## config.mk

```make
export PLATFORM = sky130hd
export DESIGN_NAME = m6810_ram_arbiter
export DESIGN_NICKNAME = d
export VERILOG_FILES = /design/src/rtl/robotron_snd_pkg.sv /design/src/rtl/ram_clear_seq.sv /design/src/rtl/m6810_ram_arbiter.sv
export SDC_FILE = /design/constraint.sdc
export NUM_CORES = 1
export LEC_CHECK = 0
export ABC_AREA = 1
export CORE_ASPECT_RATIO = 0.9
export CORE_UTILIZATION = 36
export DETAILED_ROUTE_END_ITERATION = 16
export PLACE_DENSITY = 0.78
export RECOVER_POWER = 25
export SYNTH_ARGS = -nofsm -noshare
export SYNTH_HDL_FRONTEND = slang
export SYNTH_HIERARCHICAL = 1
export SYNTH_SLANG_ARGS = --single-unit
```

## constraint.sdc

```tcl
create_clock -name clk -period 1.45 [get_ports clk]
set_input_delay 0.2175 -clock clk [delete_from_list [all_inputs] [get_ports clk]]
set_output_delay 0.2175 -clock clk [all_outputs]
set_load 0.03 [all_outputs]
```

## src/rtl/robotron_snd_pkg.sv

```systemverilog
// Shared types and constants for the sound-board RAM glue.
package robotron_snd_pkg;

   localparam int RAM_DEPTH = 128;
   localparam int RAM_AW    = 7;

   typedef enum logic [1:0] {
      CLEAR = 2'd0,
      IDLE  = 2'd1,
      ACK   = 2'd2
   } arb_state_e;

endpackage

```

## src/rtl/ram_clear_seq.sv

```systemverilog
// Address sequencer for zero-filling a RAM: restarts at 0 on start, steps while run.
// done flags the last address so the caller can leave its clear phase that cycle.
module ram_clear_seq
   import robotron_snd_pkg::*;
#(
   parameter int DEPTH = RAM_DEPTH
) (
   input  logic              clk,
   input  logic              rst,
   input  logic              start,
   input  logic              run,
   output logic [RAM_AW-1:0] cnt,
   output logic              done
);

   localparam logic [RAM_AW-1:0] LAST = RAM_AW'(DEPTH - 1);

   logic [RAM_AW-1:0] cnt_q, cnt_d;

   always_comb begin
      cnt_d = cnt_q;
      if (start) begin
         cnt_d = '0;
      end else if (run) begin
         cnt_d = (cnt_q == LAST) ? '0 : cnt_q + 1'b1;
      end
   end

   always_ff @(posedge clk or posedge rst) begin
      if (rst) begin
         cnt_q <= '0;
      end else begin
         cnt_q <= cnt_d;
      end
   end

   assign cnt  = cnt_q;
   assign done = run && (cnt_q == LAST);

endmodule

```

## src/rtl/m6810_ram_arbiter.sv

```systemverilog
// Shares the scratch RAM port between the CPU (combinational priority) and a host port
// (grant cycle G, ack and read data in G+1); zero-fills the RAM after reset or clr_req.
module m6810_ram_arbiter #(
   parameter int STARVE_LIMIT = 15,
   parameter int RAM_DEPTH    = 128
) (
   input  logic       clk,
   input  logic       rst,
   input  logic       clr_req,
   input  logic [6:0] cpu_address,
   input  logic       cpu_cs,
   input  logic       cpu_rw,
   input  logic [7:0] cpu_wdata,
   output logic [7:0] cpu_rdata,
   output logic       cpu_wait,
   input  logic       host_req,
   input  logic       host_rw,
   input  logic [6:0] host_address,
   input  logic [7:0] host_wdata,
   output logic       host_ack,
   output logic [7:0] host_rdata,
   output logic       busy,
   output logic [6:0] ram_address,
   output logic       ram_cs,
   output logic       ram_rw,
   output logic [7:0] ram_wdata,
   input  logic [7:0] ram_rdata
);

   import robotron_snd_pkg::*;

   arb_state_e state_q, state_d;
   logic [3:0] wait_cnt_q, wait_cnt_d;
   logic [7:0] host_rdata_q, host_rdata_d;
   logic       host_grant;
   logic       clr_run;
   logic       clr_done;
   logic [6:0] clr_cnt;

   ram_clear_seq #(
      .DEPTH (RAM_DEPTH)
   ) u_clear_seq (
      .clk   (clk),
      .rst   (rst),
      .start (clr_req),
      .run   (clr_run),
      .cnt   (clr_cnt),
      .done  (clr_done)
   );

   always_comb begin
      state_d      = state_q;
      wait_cnt_d   = wait_cnt_q;
      host_rdata_d = host_rdata_q;
      host_grant   = 1'b0;
      clr_run      = 1'b0;
      ram_cs       = 1'b0;
      ram_rw       = 1'b1;
      ram_address  = cpu_address;
      ram_wdata    = cpu_wdata;
      cpu_rdata    = ram_rdata;

      case (state_q)
         CLEAR: begin
            ram_cs      = 1'b1;
            ram_rw      = 1'b0;
            ram_address = clr_cnt;
            ram_wdata   = 8'h00;
            cpu_rdata   = 8'h00;
            clr_run     = 1'b1;
            if (clr_done) begin
               state_d = IDLE;
            end
         end
         IDLE: begin
            if (cpu_cs) begin
               ram_cs = 1'b1;
               ram_rw = cpu_rw;
            end else if (host_req && !clr_req) begin
               // A clear in the same cycle wins, so the host never touches the RAM here.
               host_grant  = 1'b1;
               ram_cs      = 1'b1;
               ram_rw      = host_rw;
               ram_address = host_address;
               ram_wdata   = host_wdata;
               if (host_rw) begin
                  host_rdata_d = ram_rdata;
               end
               state_d = ACK;
            end
         end
         ACK: begin
            if (cpu_cs) begin
               ram_cs = 1'b1;
               ram_rw = cpu_rw;
            end
            state_d = IDLE;
         end
         default: begin
            state_d = CLEAR;
         end
      endcase

      if (!host_req || host_grant) begin
         wait_cnt_d = '0;
      end else if (state_q == IDLE && wait_cnt_q != 4'hF) begin
         wait_cnt_d = wait_cnt_q + 1'b1;
      end

      if (clr_req) begin
         state_d = CLEAR;
      end
   end

   always_ff @(posedge clk or posedge rst) begin
      if (rst) begin
         state_q      <= CLEAR;
         wait_cnt_q   <= '0;
         host_rdata_q <= 8'h00;
      end else begin
         state_q      <= state_d;
         wait_cnt_q   <= wait_cnt_d;
         host_rdata_q <= host_rdata_d;
      end
   end

   assign busy       = (state_q == CLEAR);
   assign host_ack   = (state_q == ACK);
   assign host_rdata = host_rdata_q;
   // Advisory only: the CPU keeps priority even while this is raised.
   assign cpu_wait   = (state_q == CLEAR) ||
                       ((state_q == IDLE) && (int'(wait_cnt_q) >= STARVE_LIMIT));

endmodule

```

* Yosys cells after proc, flatten, opt, wreduce, memory -nomap -nowiden
Cells that the tools add are included.
** Storage, ports and cells
- Flip-flop bits (word level) :: 21
- Input bits :: 45
- Output and inout port bits :: 36
- Word-level logic and storage cells :: 56
** Operators by class
- $add $sub $neg :: 2
- Order comparisons :: 1
- Eq/ne operators :: 7
- Muxes and demuxes :: 28
- Bitwise operators :: 1
- Reduce and logical (&&, ||, !) cells :: 13
** Operator list (number)
- 2-to-1 mux 7 bit :: 5
- 2-to-1 mux 8 bit :: 3
- case mux 8 bit (2 select lines) :: 1
- case mux 7 bit (2 select lines) :: 1
- 2-to-1 mux 1 bit :: 9
- 2-to-1 mux 2 bit :: 4
- 2-to-1 mux 4 bit :: 2
- adder 7 x 1 -> 7 bit, second input constant :: 1
- == test 7 bit, second input constant :: 1
- inequality test 3 bit, second input constant :: 2
- case mux 1 bit (3 select lines) :: 2
- case mux 2 bit (3 select lines) :: 1
- adder 4 x 1 -> 4 bit, second input constant :: 1
- >= comparator 4 bit, second input constant :: 1
- logical AND 1 bit :: 4
- inequality test 4 bit, second input constant :: 1
- AND reduction 4 bit :: 1
- nonzero test 2 bit :: 2
- inequality test 3 x 2 -> 1 bit, second input constant :: 1
- AND reduction 3 bit :: 1
- == test 2 x 1 -> 1 bit, second input constant :: 1
- == test 2 bit, second input constant :: 1
- zero test 1 bit :: 2
- zero test 2 bit :: 1
- 2 further kinds :: 3

* Longest topological paths before layout
Gate-level depths: netlist (run 1).
- Depth in word-level cells :: 7
- Mapped depth :: 11
- Mapped depth without buffers :: 9

* By module
The synthesis (run 1) kept the hierarchy.
** Modules (own cells, without submodules)
- m6810_ram_arbiter :: instances 1, cells an instance 200, area each 1177.4 µm², seq. area each 350.3 µm²
- ram_clear_seq :: instances 1, cells an instance 57, area each 401.6 µm², seq. area each 175.2 µm²

* Worst setup path before layout (run 1)
No wires, ideal clock.
- Path kind :: register to output
- Start :: reg state_q[0]
- End :: out ram_wdata[2]
- Arrival time :: 1530 ps
- Data required time :: 1233 ps
- Setup slack :: -298 ps
- Stages on the path, launching flop included :: 6
- Buffers on the path :: 1
- Cell sequence :: dfrtp_1 inv_2 nor2_4 buf_4 o21ai_0 o21ai_0
** Between the ends
- Cells in the longest elaborated chain, start to end :: 2
- Elaborated cells between the ends (all ways) :: 3
- Classes of those cells :: eq/ne (1); mux (1); reduce/logical (1)
** RTL lines
- start: declaration :: RTL line m6810_ram_arbiter.sv:32 : arb_state_e state_q, state_d;
- start signal: assignment :: RTL line m6810_ram_arbiter.sv:121 : state_q <= state_d;
- == test 2 x 1 -> 1 bit / zero test 2 bit (equally long branches) :: RTL line m6810_ram_arbiter.sv:63 : case (state_q)
- case mux 8 bit (2 select lines) * :: RTL line m6810_ram_arbiter.sv:63
- end: declaration :: RTL line m6810_ram_arbiter.sv:26 : output logic [7:0] ram_wdata,
Every way passes the cells marked *; elsewhere a longest branch is shown, timed or not.

* Worst setup path in the final report (run 1)
Ends and elaborated chain as after synthesis.

==> results.rst, run 1 <==
.. list-table::
   :header-rows: 1

   * - Metric
     - Value
   * - Maximum number of pins on one net before global-route repair
     - 15
   * - Failing checks
     - setup timing
   * - Min Clock Period, post-route
     - 1.63 ns
   * - Number of antenna violations at the first check in global routing
     - 0
   * - Result of the run
     - finished with violations
   * - H-tree depth
     - 1
   * - PortBufs
     - 80
   * - Hold buffer count at CTS
     - 0
   * - Proportion of netlist area held by the largest area contributor
     - 33.3%
   * - TritonRoute pass-1 iters
     - 4
   * - Final-report setup violation count
     - 27
   * - Max FO, Critical Path
     - 9
   * - Commonest cells post-synth
     - 88 x sky130_fd_sc_hd__nand2_1, 49 x sky130_fd_sc_hd__inv_1, 27 x sky130_fd_sc_hd__nor2_1
   * - Yosys warning total
     - 6
   * - Sw Share
     - 40.4%
   * - Final worst clock skew
     - 0.00517 ns
   * - Number of distinct library cells after synthesis
     - 23
   * - Core footprint
     - 4130 sq um
   * - Post-synth top flop
     - sky130_fd_sc_hd__dfrtp_1
   * - Static leakage
     - 1.53 nW
   * - Portion of netlist area occupied by mux cells
     - 0%
   * - Kind of end point of the critical path
     - primary output
   * - Crit share post-route
     - 112%
   * - Global route total overflow
     - 0
   * - Row count
     - 22
   * - Parity-gate share of the synthesized area counting xor and xnor cells
     - 1.11%
   * - Detailed placement HPWL
     - 3.49 mm
   * - Count of clock tree sinks
     - 21
   * - Clk Latency, worst-skew pair
     - 0.26 ns
   * - Routability Congestion
     - 0.889
   * - Cts bufs inserted
     - 3
   * - Data arrival at the endpoint of the critical path
     - 1.41 ns
   * - I/O pin total
     - 81
   * - Met3 WL post-DR
     - 385 um
   * - Flip-flop and latch count after synthesis
     - 21
   * - Number of maximum-capacitance violations
     - 0
   * - Power Internal
     - 1.43 mW
   * - Remaining antenna violation count
     - 0
   * - First-pass GRT wire length
     - 7.84 mm
   * - Power per unit of standard cell area
     - 849 nW/um^2
   * - Clock tree root driver cell
     - sky130_fd_sc_hd__clkbuf_8
   * - Required time at the worst-slack endpoint
     - 1.23 ns
   * - Met2 Wirelength
     - 2.21 mm
   * - Total track usage
     - 21.1%
   * - Antenna cell count
     - 0
   * - Average wire per cell in the routed design
     - 11.1 um
   * - Biggest area contributors in the synthesized netlist
     - sky130_fd_sc_hd__dfrtp_1 33%, sky130_fd_sc_hd__nand2_1 21%, sky130_fd_sc_hd__inv_1 12%
   * - Share of the synthesized area in compound gates (AO/OA/AOI/OAI)
     - 6.50%
   * - Floorplan die width
     - 71.8 um
   * - Synth-to-Final Area Change
     - 78.4%
   * - Clock-pin slew of the registers on the worst-case setup and hold paths
     - 0.08 ns
   * - Final worst slack
     - -0.175 ns
   * - Combinational power share
     - 53.0%
   * - Synthesized Nets
     - 304
   * - Synth area leader
     - sky130_fd_sc_hd__dfrtp_1
   * - Fraction of power consumed by sequential logic
     - 30.8%
   * - NetSw
     - 0.966 mW
   * - Share of synthesized cell area in full adder, half adder and majority cells
     - 1.58%
   * - Cell count after synthesis
     - 257
   * - Share of final-layout standard cells stronger than drive strength 1
     - 28.2%
   * - Worst setup slack after placement
     - -0.426 ns
   * - TritonCTS clock tree
     - done
   * - Hold Fails Final Rpt
     - 0
   * - Vias after detailed routing
     - 1949
   * - Slew of the pin with the lowest slew margin
     - 0.507 ns
   * - Max Clock Freq
     - 615 MHz
   * - Die area
     - 4660 sq um
   * - Effective utilization at floorplan
     - 38.2%
   * - Net count reported at finish
     - 420
   * - Maximum resistive drop on vdd
     - 0.678 mV
   * - Setup repair after global routing missed its margin
     - yes
   * - Wire length reported by the detailed router
     - 4.66 mm
   * - DR vias/cell
     - 4.64
   * - Cell area after layout
     - 2820 sq um
   * - Clock group share of total power
     - 16.2%
   * - Relative slew margins
     - 66.2%
   * - Metal-1 WL
     - 2.02 mm
   * - Sequential fraction of the synthesis area
     - 33.3%
   * - Maximum root-to-sink buffer count
     - 2
   * - Synth Area per Inst
     - 6.14 sq um
   * - Leading cell type by number of instances after synthesis
     - sky130_fd_sc_hd__nand2_1
   * - DP Area
     - 2520 sq um
   * - Dpl cells
     - 401
   * - Share of async-settable or async-resettable flops after synthesis
     - 100%
   * - Non-filler cells, final
     - 420
   * - Final core occ
     - 68.2%
   * - Final number of max-transition violations
     - 0
   * - Remaining routing DRC violations
     - 0
   * - Cell Area, Synth
     - 1580 sq um
   * - Highest signal layer in the routed design
     - met4
   * - Critical setup path kind
     - reg -> out
   * - Chip Height
     - 64.8 um
   * - Vias in the first global route
     - 1863
   * - Simple-Gate Fraction of Synth Area
     - 42.2%
   * - Critical path launch point type
     - flip-flop
   * - Main combinational cell family by area after synthesis
     - simple AND/OR/NAND/NOR gates
   * - Path class of the lowest-slack min-delay path
     - in -> async
   * - Number of enable-type register cells in the synthesized netlist
     - 0
   * - Drt first-iter violations
     - 85
power by group through the flow:
stage / sequential (mW) / combinational, mW / clock (mW)
final: 0.736 / 1.27 / 0.387
after global routing: 0.751 / 1.37 / 0.425
after CTS: 0.736 / 1.20 / 0.397
after detailed placement: 0.747 / 1.16 / 0
after global placement: 0.743 / 1.15 / 0
after floorplan: 0.862 / 0.511 / 0
critical path, stage by stage, from the launching register on:
cell and delay [ns]:
sky130_fd_sc_hd__dfrtp_2 0.45, sky130_fd_sc_hd__inv_4 0.07, sky130_fd_sc_hd__nor2_4 0.15, sky130_fd_sc_hd__buf_12 0.13
sky130_fd_sc_hd__o21ai_2 0.05, sky130_fd_sc_hd__o21ai_1 0.12, sky130_fd_sc_hd__buf_4 0.17
layout by cell type, fill, tap and decap left out, drive strengths merged:
| cell type | Yosys | layout |
|---|---|---|
| nand2 | 91 | 91 |
| buf | 4 | 62 |
| inv | 55 | 55 |
| clkdlybuf4s50 | 0 | 40 |
| nor2 | 33 | 33 |
| nand3 | 25 | 25 |
| dfrtp | 21 | 21 |
| o21ai | 13 | 13 |
| dlygate4sd2 | 0 | 11 |
| a21oi | 6 | 6 |
| nand4 | 3 | 3 |
| clkbuf | 0 | 3 |
| ha | 2 | 2 |
| clkinvlp | 0 | 2 |
| xor2 | 1 | 1 |
| o211ai | 1 | 1 |
| nor3 | 1 | 1 |
| dlygate4sd3 | 0 | 1 |
| xnor2 | 1 | 1 |
state kept, by name, indices dropped and copies added (netlist names):
name,flops
host_rdata,8
wait_cnt_q,4
state_q,2
u_clear_seq/cnt,7
stage by stage:
| step | hold WS (ns) | TNS [ns] | power, mW |
|---|---|---|---|
| 2_1_floorplan | 0.0209 | -1.44 | 1.37 |
| 3_3_place_gp | 0.453 | -6.18 | 1.89 |
| 3_5_place_dp | 0.458 | -6.90 | 1.91 |
| 4_1_cts | 0.223 | -3.25 | 2.33 |
| 5_1_grt | 0.397 | -5.40 | 2.54 |
| 6_report | 0.352 | -3.23 | 2.39 |
routing by layer:
metal | GRT usage [%] | up-vias
li1 | - | 1002
met1 | 25.8 | 861
met2 | 37.9 | 80
met3 | 4.04 | 6
met4 | 5.39 | 0
met5 | 0 | -
timing repair:
| item | CTS | global route |
|---|---|---|
| cloned | 1 | 0 |
| setup buffers | 6 | 8 |
| pin swaps | 5 | 8 |
| setup endpoints to repair | 35 | 32 |
| gates resized for setup | 36 | 21 |
area by class of cell:
class,count,area (sq um)
clock buffer,3,41.3
clock inverter,1,7.51
fill,355,1310
inverter,55,216
multi-input combinational,177,907
sequential,21,528
tap,48,60.1
timing repair buffer,114,1050
timing repair inverter,1,7.51
kinds of logic after synthesis:
logic type               Yosys count
AO/OA/AOI/OAI                     20
AND/OR/NAND/NOR                  153
adder cells (fa/ha/maj)            2
flip-flops                        21
buffers and inverters             59
XOR/XNOR                           2
worst paths after layout:
kind                                    start  cells past startpoint  slack (ns)                 end
worst max-delay path               state_q[0]                      6       -0.18        ram_wdata[2]
worst min-delay path                      rst                      2        0.35  u_clear_seq/cnt[1]
worst max register to register     state_q[0]                      9        0.03       host_rdata[6]
worst min register to register  host_rdata[4]                      2        0.47       host_rdata[4]
max in group asynchronous                 rst                      2        0.65          state_q[1]
min in group clk                host_rdata[4]                      2        0.47       host_rdata[4]
Note: power is estimated with default switching activity, not from simulation.
==> inputs of run 2 (changes only) <==
--- a/config.mk
+++ b/config.mk
@@ -5,11 +5,10 @@
 export SDC_FILE = /design/constraint.sdc
 export NUM_CORES = 1
 export LEC_CHECK = 0
-export ABC_AREA = 1
-export CORE_ASPECT_RATIO = 0.9
-export CORE_UTILIZATION = 36
+export ABC_AREA = 0
+export CORE_UTILIZATION = 34
 export DETAILED_ROUTE_END_ITERATION = 16
-export PLACE_DENSITY = 0.78
+export PLACE_DENSITY = 0.77
 export RECOVER_POWER = 25
 export SYNTH_ARGS = -nofsm -noshare
 export SYNTH_HDL_FRONTEND = slang
==> results.rst, run 2 <==
.. list-table::
   :header-rows: 1

   * - Metric
     - Value
   * - Path class of the lowest-slack min-delay path
     - in -> async
   * - Yosys warning total
     - 6 (unchanged)
   * - Combinational power share
     - 23.2% (-30 points)
   * - Cts bufs inserted
     - 3 (unchanged)
   * - Net count reported at finish
     - 307 (-27%)
   * - Effective utilization at floorplan
     - 36.9% (-1.4 points)
   * - Hold Fails Final Rpt
     - 0 (unchanged)
   * - Wire length reported by the detailed router
     - 4.59 mm (-1.5%)
   * - Sequential fraction of the synthesis area
     - 37.5% (+4.3 points)
   * - Maximum resistive drop on vdd
     - 0.523 mV (-23%)
   * - Core footprint
     - 3800 sq um (-8.0%)
   * - Post-synth top flop
     - sky130_fd_sc_hd__dfrtp_1
   * - Result of the run
     - finished with violations
   * - Register-to-Register Setup Slack
     - -0.30 ns (-0.33 ns)
   * - Remaining antenna violation count
     - 0 (unchanged)
   * - Synthesized Nets
     - 186 (-39%)
   * - Max FO, Critical Path
     - 7 (-2)
   * - Max Clock Freq
     - 534 MHz (-13%)
   * - Number of maximum-capacitance violations
     - 0 (unchanged)
   * - Failing checks
     - setup timing
   * - Setup repair after global routing missed its margin
     - yes
   * - TritonCTS clock tree
     - done
   * - Leading cell type by number of instances after synthesis
     - sky130_fd_sc_hd__dfrtp_1
   * - Count of clock tree sinks
     - 21 (unchanged)
   * - CP endpoint
     - ram_address[4]
   * - Drt first-iter violations
     - 91 (+7.1%)
   * - Commonest cells post-synth
     - 21 x sky130_fd_sc_hd__dfrtp_1, 13 x sky130_fd_sc_hd__nor2b_1, 10 x sky130_fd_sc_hd__a21oi_1
   * - End of the worst register-to-register path
     - u_clear_seq/cnt[5]
   * - Static leakage
     - 1.29 nW (-16%)
   * - Detailed placement HPWL
     - 3.14 mm (-10%)
   * - Final-report setup violation count
     - 44 (+63%)
   * - Cell count after synthesis
     - 139 (-46%)
   * - Required time at the worst-slack endpoint
     - 1.23 ns (about the same)
   * - Max reg flops
     - 8 (unchanged)
   * - Fraction of power consumed by sequential logic
     - 47.3% (+16 points)
   * - Die area
     - 4380 sq um (-5.9%)
   * - Total track usage
     - 20.3% (-0.73 points)
   * - Reg-to-reg startpoint
     - state_q[1]
   * - Maximum number of pins on one net before global-route repair
     - 15 (unchanged)
   * - Clock-pin slew of the registers on the worst-case setup and hold paths
     - 0.08 ns (about the same)
   * - Vias in the first global route
     - 1471 (-21%)
   * - Power Internal
     - 0.980 mW (-31%)
   * - DR vias/cell
     - 4.98 (+7.3%)
   * - Share of async-settable or async-resettable flops after synthesis
     - 100% (unchanged)
   * - Number of antenna violations at the first check in global routing
     - 0 (unchanged)
   * - Floorplan die width
     - 66.2 um (-7.9%)
   * - Clock group share of total power
     - 29.6% (+13 points)
   * - Worst hold margin
     - 0.345 ns (-0.00722 ns)
   * - Final worst slack
     - -0.421 ns (-0.246 ns)
   * - Final worst clock skew
     - 0.00658 ns (+0.00141 ns)
   * - Critical setup path kind
     - in -> out
   * - Sw Share
     - 25.2% (-15 points)
   * - Count of fill cells added during filler insertion
     - 262 (-26%)
   * - Cell area after layout
     - 2820 sq um (+0.22%)
   * - Most common library cell in the layout ignoring fill and taps
     - sky130_fd_sc_hd__clkdlybuf4s50_1
   * - Critical path origin
     - host_req
   * - Clk Latency, worst-skew pair
     - 0.26 ns (about the same)
   * - Vias after detailed routing
     - 1528 (-22%)
   * - Final core occ
     - 74.3% (+6.1 points)
   * - Most frequent cells in the layout
     - 40 x sky130_fd_sc_hd__clkdlybuf4s50_1, 34 x sky130_fd_sc_hd__buf_6, 32 x sky130_fd_sc_hd__buf_4
   * - Clock tree root driver cell
     - sky130_fd_sc_hd__clkbuf_8
   * - Biggest area contributors in the synthesized netlist
     - sky130_fd_sc_hd__dfrtp_1 38%, sky130_fd_sc_hd__mux2_2 7.2%, sky130_fd_sc_hd__nor2b_1 5.8%
   * - Proportion of netlist area held by the largest area contributor
     - 37.5% (+4.3 points)
   * - I/O pin total
     - 81 (unchanged)
   * - H-tree depth
     - 1 (unchanged)
   * - Row count
     - 22 (unchanged)
   * - Synth area leader
     - sky130_fd_sc_hd__dfrtp_1
   * - Number of distinct library cells after synthesis
     - 38 (+65%)
   * - Relative slew margins
     - 47.7% (-18 points)
   * - Synth Area per Inst
     - 10.1 sq um (+64%)
   * - DP Area
     - 2390 sq um (-5.0%)
   * - Final number of max-transition violations
     - 0 (unchanged)
   * - Data arrival at the endpoint of the critical path
     - 1.65 ns (+0.24 ns)
   * - First-pass GRT wire length
     - 6.88 mm (-12%)
   * - Average wire per cell in the routed design
     - 15.0 um (+35%)
   * - Synth-to-Final Area Change
     - 102%
   * - Maximum root-to-sink buffer count
     - 2 (unchanged)
   * - Post-route total power
     - 1.31 mW (-45%)
   * - Worst Reg-to-Reg Cells
     - 8 (-1)
   * - Number of enable-type register cells in the synthesized netlist
     - 0 (unchanged)
   * - Routability Congestion
     - 0.786 (-12%)
   * - Antenna cell count
     - 0 (unchanged)
   * - NetSw
     - 0.329 mW (-66%)
   * - Min Clock Period, post-route
     - 1.87 ns (+0.246 ns)
   * - PortBufs
     - 80 (unchanged)
   * - Power per unit of standard cell area
     - 464 nW/um^2 (-45%)
   * - TritonRoute pass-1 iters
     - 5 (+1)
   * - Critical path launch point type
     - primary input
   * - Global route total overflow
     - 0 (unchanged)
   * - Remaining routing DRC violations
     - 0 (unchanged)
   * - Chip Height
     - 66.2 um (+2.1%)
   * - Flip-flop and latch count after synthesis
     - 21 (unchanged)
   * - Slew of the pin with the lowest slew margin
     - 0.785 ns (+0.278 ns)
   * - Kind of end point of the critical path
     - primary output
   * - Share of final-layout standard cells stronger than drive strength 1
     - 49.0% (+21 points)
   * - Crit share post-route
     - 129% (+17 points)
   * - Cell Area, Synth
     - 1400 sq um (-11%)
## run 2: routing by layer
layer / global-route usage (%) / share of wire (%)
met5: 0 / 0
met2: 35.2 / 52
met4: 4.79 / 1.0
met3: 3.79 / 2.9
met1: 25.9 / 44
## run 2: cell type report
class,instances,area (sq um),share of cell area (%)
Clock buffer,3,41.3,1.46
Clock inverter,1,5.00,0.177
Inverter,4,15.0,0.532
Multi-Input combinational cell,106,947,33.5
Sequential cell,21,531,18.8
Tap cell,48,60.1,2.13
Timing Repair Buffer,124,1220,43.4
## run 2: power groups by stage
stage	logic, mW	clock network [mW]	registers, mW
after floorplan	0.0848	0	0.638
after detailed placement	0.291	0	0.626
final	0.303	0.387	0.619
after CTS	0.292	0.396	0.614
after global placement	0.287	0	0.625
after global routing	0.325	0.430	0.621
## run 2: cells by family (layout without fill, tap and decap cells)
kind of cell | count (synthesis) | in the layout | synth area share [%]
AND/OR/NAND/NOR | 49 | 49 | 22.2
AO/OA/AOI/OAI | 43 | 43 | 24.3
flip-flops | 21 | 21 | 37.5
buffers and inverters | 12 | 132 | 5.09
multiplexers | 9 | 9 | 7.24
XOR/XNOR | 3 | 3 | 1.88
adder cells (fa/ha/maj) | 2 | 2 | 1.79
## run 2: worst min path at each step
stage	from	endpoint	slack [ns]	cells past startpoint
floorplan	rst	u_clear_seq/cnt[0]	0.02	1
global placement	rst	u_clear_seq/cnt[6]	0.49	2
detailed placement	host_rdata[0]	host_rdata[0]	0.49	1
CTS	rst	u_clear_seq/cnt[3]	0.22	2
global route	rst	u_clear_seq/cnt[3]	0.37	2
finish	rst	u_clear_seq/cnt[3]	0.34	2
## run 2: through the flow
stage	worst slack [ns]	TNS, ns	std cells
2_1_floorplan	-0.161	-2.53	139
3_3_place_gp	-0.901	-17.09	286
3_5_place_dp	-0.916	-17.57	286
4_1_cts	-0.437	-11.00	304
5_1_grt	-0.471	-13.89	307
6_report	-0.421	-11.19	307
## run 2: critical path: stages
cell and delay [ns]:
sky130_fd_sc_hd__clkdlybuf4s15_1 0.18, sky130_fd_sc_hd__or3b_4 0.40, sky130_fd_sc_hd__a21o_4 0.23, sky130_fd_sc_hd__buf_8 0.13, sky130_fd_sc_hd__a221o_2 0.34, sky130_fd_sc_hd__buf_6 0.14
## run 2: timing repair
action,CTS,global route
cloned,2,0
buffers inserted,12,5
hold buffers,0,0
gates resized for setup,116,33
setup endpoints to repair,49,47
pin swaps,14,7
==> inputs of run 3 (changes only) <==
--- a/config.mk
+++ b/config.mk
@@ -6,10 +6,12 @@
 export NUM_CORES = 1
 export LEC_CHECK = 0
 export ABC_AREA = 0
-export CORE_UTILIZATION = 34
+export CORE_UTILIZATION = 45
 export DETAILED_ROUTE_END_ITERATION = 16
-export PLACE_DENSITY = 0.77
+export DONT_BUFFER_PORTS = 1
+export PLACE_DENSITY = 0.63
 export RECOVER_POWER = 25
+export REMOVE_ABC_BUFFERS = 1
 export SYNTH_ARGS = -nofsm -noshare
 export SYNTH_HDL_FRONTEND = slang
 export SYNTH_HIERARCHICAL = 1
==> results.rst, run 3 (synthesis results as in run 2) <==
.. list-table::
   :header-rows: 1

   * - Metric
     - Value
   * - Critical path origin
     - state_q[0]
   * - Non-filler cells, final
     - 217 (-29%)
   * - End of the worst register-to-register path
     - host_rdata[6]
   * - Maximum number of pins on one net before global-route repair
     - 15 (unchanged)
   * - CP endpoint
     - ram_address[6]
   * - Maximum root-to-sink buffer count
     - 2 (unchanged)
   * - Critical path launch point type
     - flip-flop
   * - Worst Reg-to-Reg Cells
     - 6 (-2)
   * - Power per unit of standard cell area
     - 491 nW/um^2 (+5.9%)
   * - Row count
     - 19 (-14%)
   * - Global route total overflow
     - 0 (unchanged)
   * - Reg-to-reg startpoint
     - state_q[1]
   * - Most common library cell in the layout ignoring fill and taps
     - sky130_fd_sc_hd__buf_4
   * - Path class of the lowest-slack min-delay path
     - in -> reg
   * - Die area
     - 3340 sq um (-24%)
   * - Number of maximum-capacitance violations
     - 0 (unchanged)
   * - Antenna cell count
     - 0 (unchanged)
   * - Static leakage
     - 0.957 nW (-26%)
   * - Number of antenna violations at the first check in global routing
     - 0 (unchanged)
   * - DR vias/cell
     - 6.16 (+24%)
   * - Most frequent cells in the layout
     - 24 x sky130_fd_sc_hd__buf_4, 20 x sky130_fd_sc_hd__dfrtp_1, 19 x sky130_fd_sc_hd__buf_6
   * - Share of final-layout standard cells stronger than drive strength 1
     - 54.8% (+5.8 points)
   * - Cts bufs inserted
     - 3 (unchanged)
   * - Slew of the pin with the lowest slew margin
     - 0.517 ns (-0.268 ns)
   * - Dpl cells
     - 193 (-33%)
   * - Data arrival at the endpoint of the critical path
     - 1.61 ns (-0.04 ns)
   * - Vias in the first global route
     - 1305 (-11%)
   * - Critical setup path kind
     - reg -> out
   * - Required time at the worst-slack endpoint
     - 1.23 ns (about the same)
   * - Wire length reported by the detailed router
     - 4.22 mm (-8.1%)
   * - Cell area after layout
     - 2120 sq um (-25%)
   * - I/O pin total
     - 81 (unchanged)
   * - Clk Latency, worst-skew pair
     - 0.30 ns (+0.04 ns)
   * - DP Area
     - 1620 sq um (-32%)
   * - Remaining antenna violation count
     - 0 (unchanged)
   * - Core footprint
     - 2850 sq um (-25%)
   * - Effective utilization at floorplan
     - 49.1% (+12 points)
   * - First-pass GRT wire length
     - 5.62 mm (-18%)
   * - Average wire per cell in the routed design
     - 19.4 um (+30%)
   * - Result of the run
     - finished with violations
   * - Max FO, Critical Path
     - 6 (-1)
   * - Floorplan die width
     - 57.8 um (-13%)
   * - Setup repair after global routing missed its margin
     - yes
   * - Count of clock tree sinks
     - 21 (unchanged)
   * - Final worst clock skew
     - 0.00123 ns (-0.00535 ns)
   * - PortBufs
     - 0 (-100%)
   * - Post-route total power
     - 1.04 mW (-21%)
   * - Drt first-iter violations
     - 79 (-13%)
   * - HP Start
     - ram_rdata[4]
   * - Max reg flops
     - 8 (unchanged)
   * - TritonRoute pass-1 iters
     - 10 (+5)
   * - Cells along the critical path
     - buf_6 -> a21o_4 -> a221o_1 -> buf_6
   * - Kind of end point of the critical path
     - primary output
   * - Routability Congestion
     - 0.851 (+8.2%)
   * - Final-report setup violation count
     - 42 (-4.5%)
   * - Remaining routing DRC violations
     - 2 (+2)
   * - Crit share post-route
     - 126% (-3.4 points)
   * - Total track usage
     - 21.3% (+0.97 points)
   * - CP dominant cell by count
     - sky130_fd_sc_hd__buf_6
   * - Final worst slack
     - -0.373 ns (+0.0486 ns)
   * - Biggest cell delay along the critical path
     - 0.47 ns (+0.07 ns)
   * - Detailed placement HPWL
     - 2.55 mm (-19%)
   * - H-tree depth
     - 1 (unchanged)
   * - Clock tree root driver cell
     - sky130_fd_sc_hd__clkbuf_4
   * - TritonCTS clock tree
     - done
   * - Synth-to-Final Area Change
     - 51.3%
   * - Failing checks
     - DRC, setup timing
   * - Net count reported at finish
     - 234 (-24%)
   * - Maximum resistive drop on vdd
     - 0.552 mV (+5.5%)
   * - Final number of max-transition violations
     - 0 (unchanged)
   * - Max Clock Freq
     - 549 MHz (+2.7%)
   * - Count of fill cells added during filler insertion
     - 198 (-24%)
   * - Chip Height
     - 57.8 um (-13%)
   * - Clock-pin slew of the registers on the worst-case setup and hold paths
     - 0.12 ns (+0.04 ns)
   * - Register-to-Register Setup Slack
     - -0.28 ns (+0.02 ns)
   * - Vias after detailed routing
     - 1336 (-13%)
   * - Min Clock Period, post-route
     - 1.82 ns (-0.0486 ns)
   * - Hold Fails Final Rpt
     - 0 (unchanged)
   * - Critical-path cell with the highest stage delay
     - sky130_fd_sc_hd__dfrtp_2
   * - Relative slew margins
     - 65.5% (+18 points)
## run 3: changes by cell type in the layout (fill, tap and decap cells not counted), sizes merged
cell           change
buf               -26
clkdlybuf4s50     -40
dlygate4sd3        +1
dlygate4sd2        -8
clkdlybuf4s15      -1
a21o               +1
## run 3: worst min path at each step
stage	endpoint	slack, ns	depth (start not counted)
global route	host_rdata[4]	0.04	1
detailed placement	u_clear_seq/cnt[6]	0.05	1
floorplan	u_clear_seq/cnt[0]	0.02	1
global placement	u_clear_seq/cnt[2]	0.05	1
CTS	host_rdata[4]	0.05	1
finish	host_rdata[4]	0.05	1
## run 3: routing by layer
metal / track usage, % / part of all wire [%] / vias to the layer above
li1: - / - / 611
met1: 26.6 / 40 / 672
met3: 2.90 / 4.4 / 8
met2: 38.7 / 54 / 45
met4: 5.78 / 1.4 / 0
met5: 0 / 0 / -
## run 3: what timing repair did
item	4_1_cts	5_1_grt
hold buffers	2	0
endpoints found under the setup margin	38	45
endpoints found under the hold margin	29	0
cloned	1	2
gates resized for setup	40	28
pin swaps	6	12
buffers inserted	7	10
## run 3: worst max-delay path: cells and delay by family, from the launching register on
| kind | cells | cell delay (ns) |
|---|---|---|
| buffers and inverters | 2 | 0.30 |
| DFF | 1 | 0.47 |
| AOI/OAI and AO/OA | 2 | 0.54 |
## run 3: layout make-up
class	instances	area (sq um)	area share, %
multi-input combinational	107	1010	47.7
inverter	4	15.0	0.709
clock inverter	1	5.00	0.236
timing repair buffer	50	499	23.6
tap	31	38.8	1.83
sequential	21	527	24.9
clock buffer	3	22.5	1.06
## run 3: power by group
| group | switching [mW] | internal, mW |
|---|---|---|
| registers | 0.0306 | 0.600 |
| logic | 0.0646 | 0.0638 |
| clock network | 0.179 | 0.103 |
| total | 0.274 | 0.767 |
## run 3: through the flow
stage                     hold WS, ns  setup TNS (ns)  util (%)  worst slack [ns]
after detailed placement       0.0507           -2.02      56.7            -0.129
after global placement         0.0530           -1.45      56.7            -0.100
final                          0.0525          -10.98      74.3            -0.373
after global routing           0.0392          -13.03      74.3            -0.415
after CTS                      0.0509           -8.71      66.6            -0.363
after floorplan                0.0209          -23.63         -            -0.993
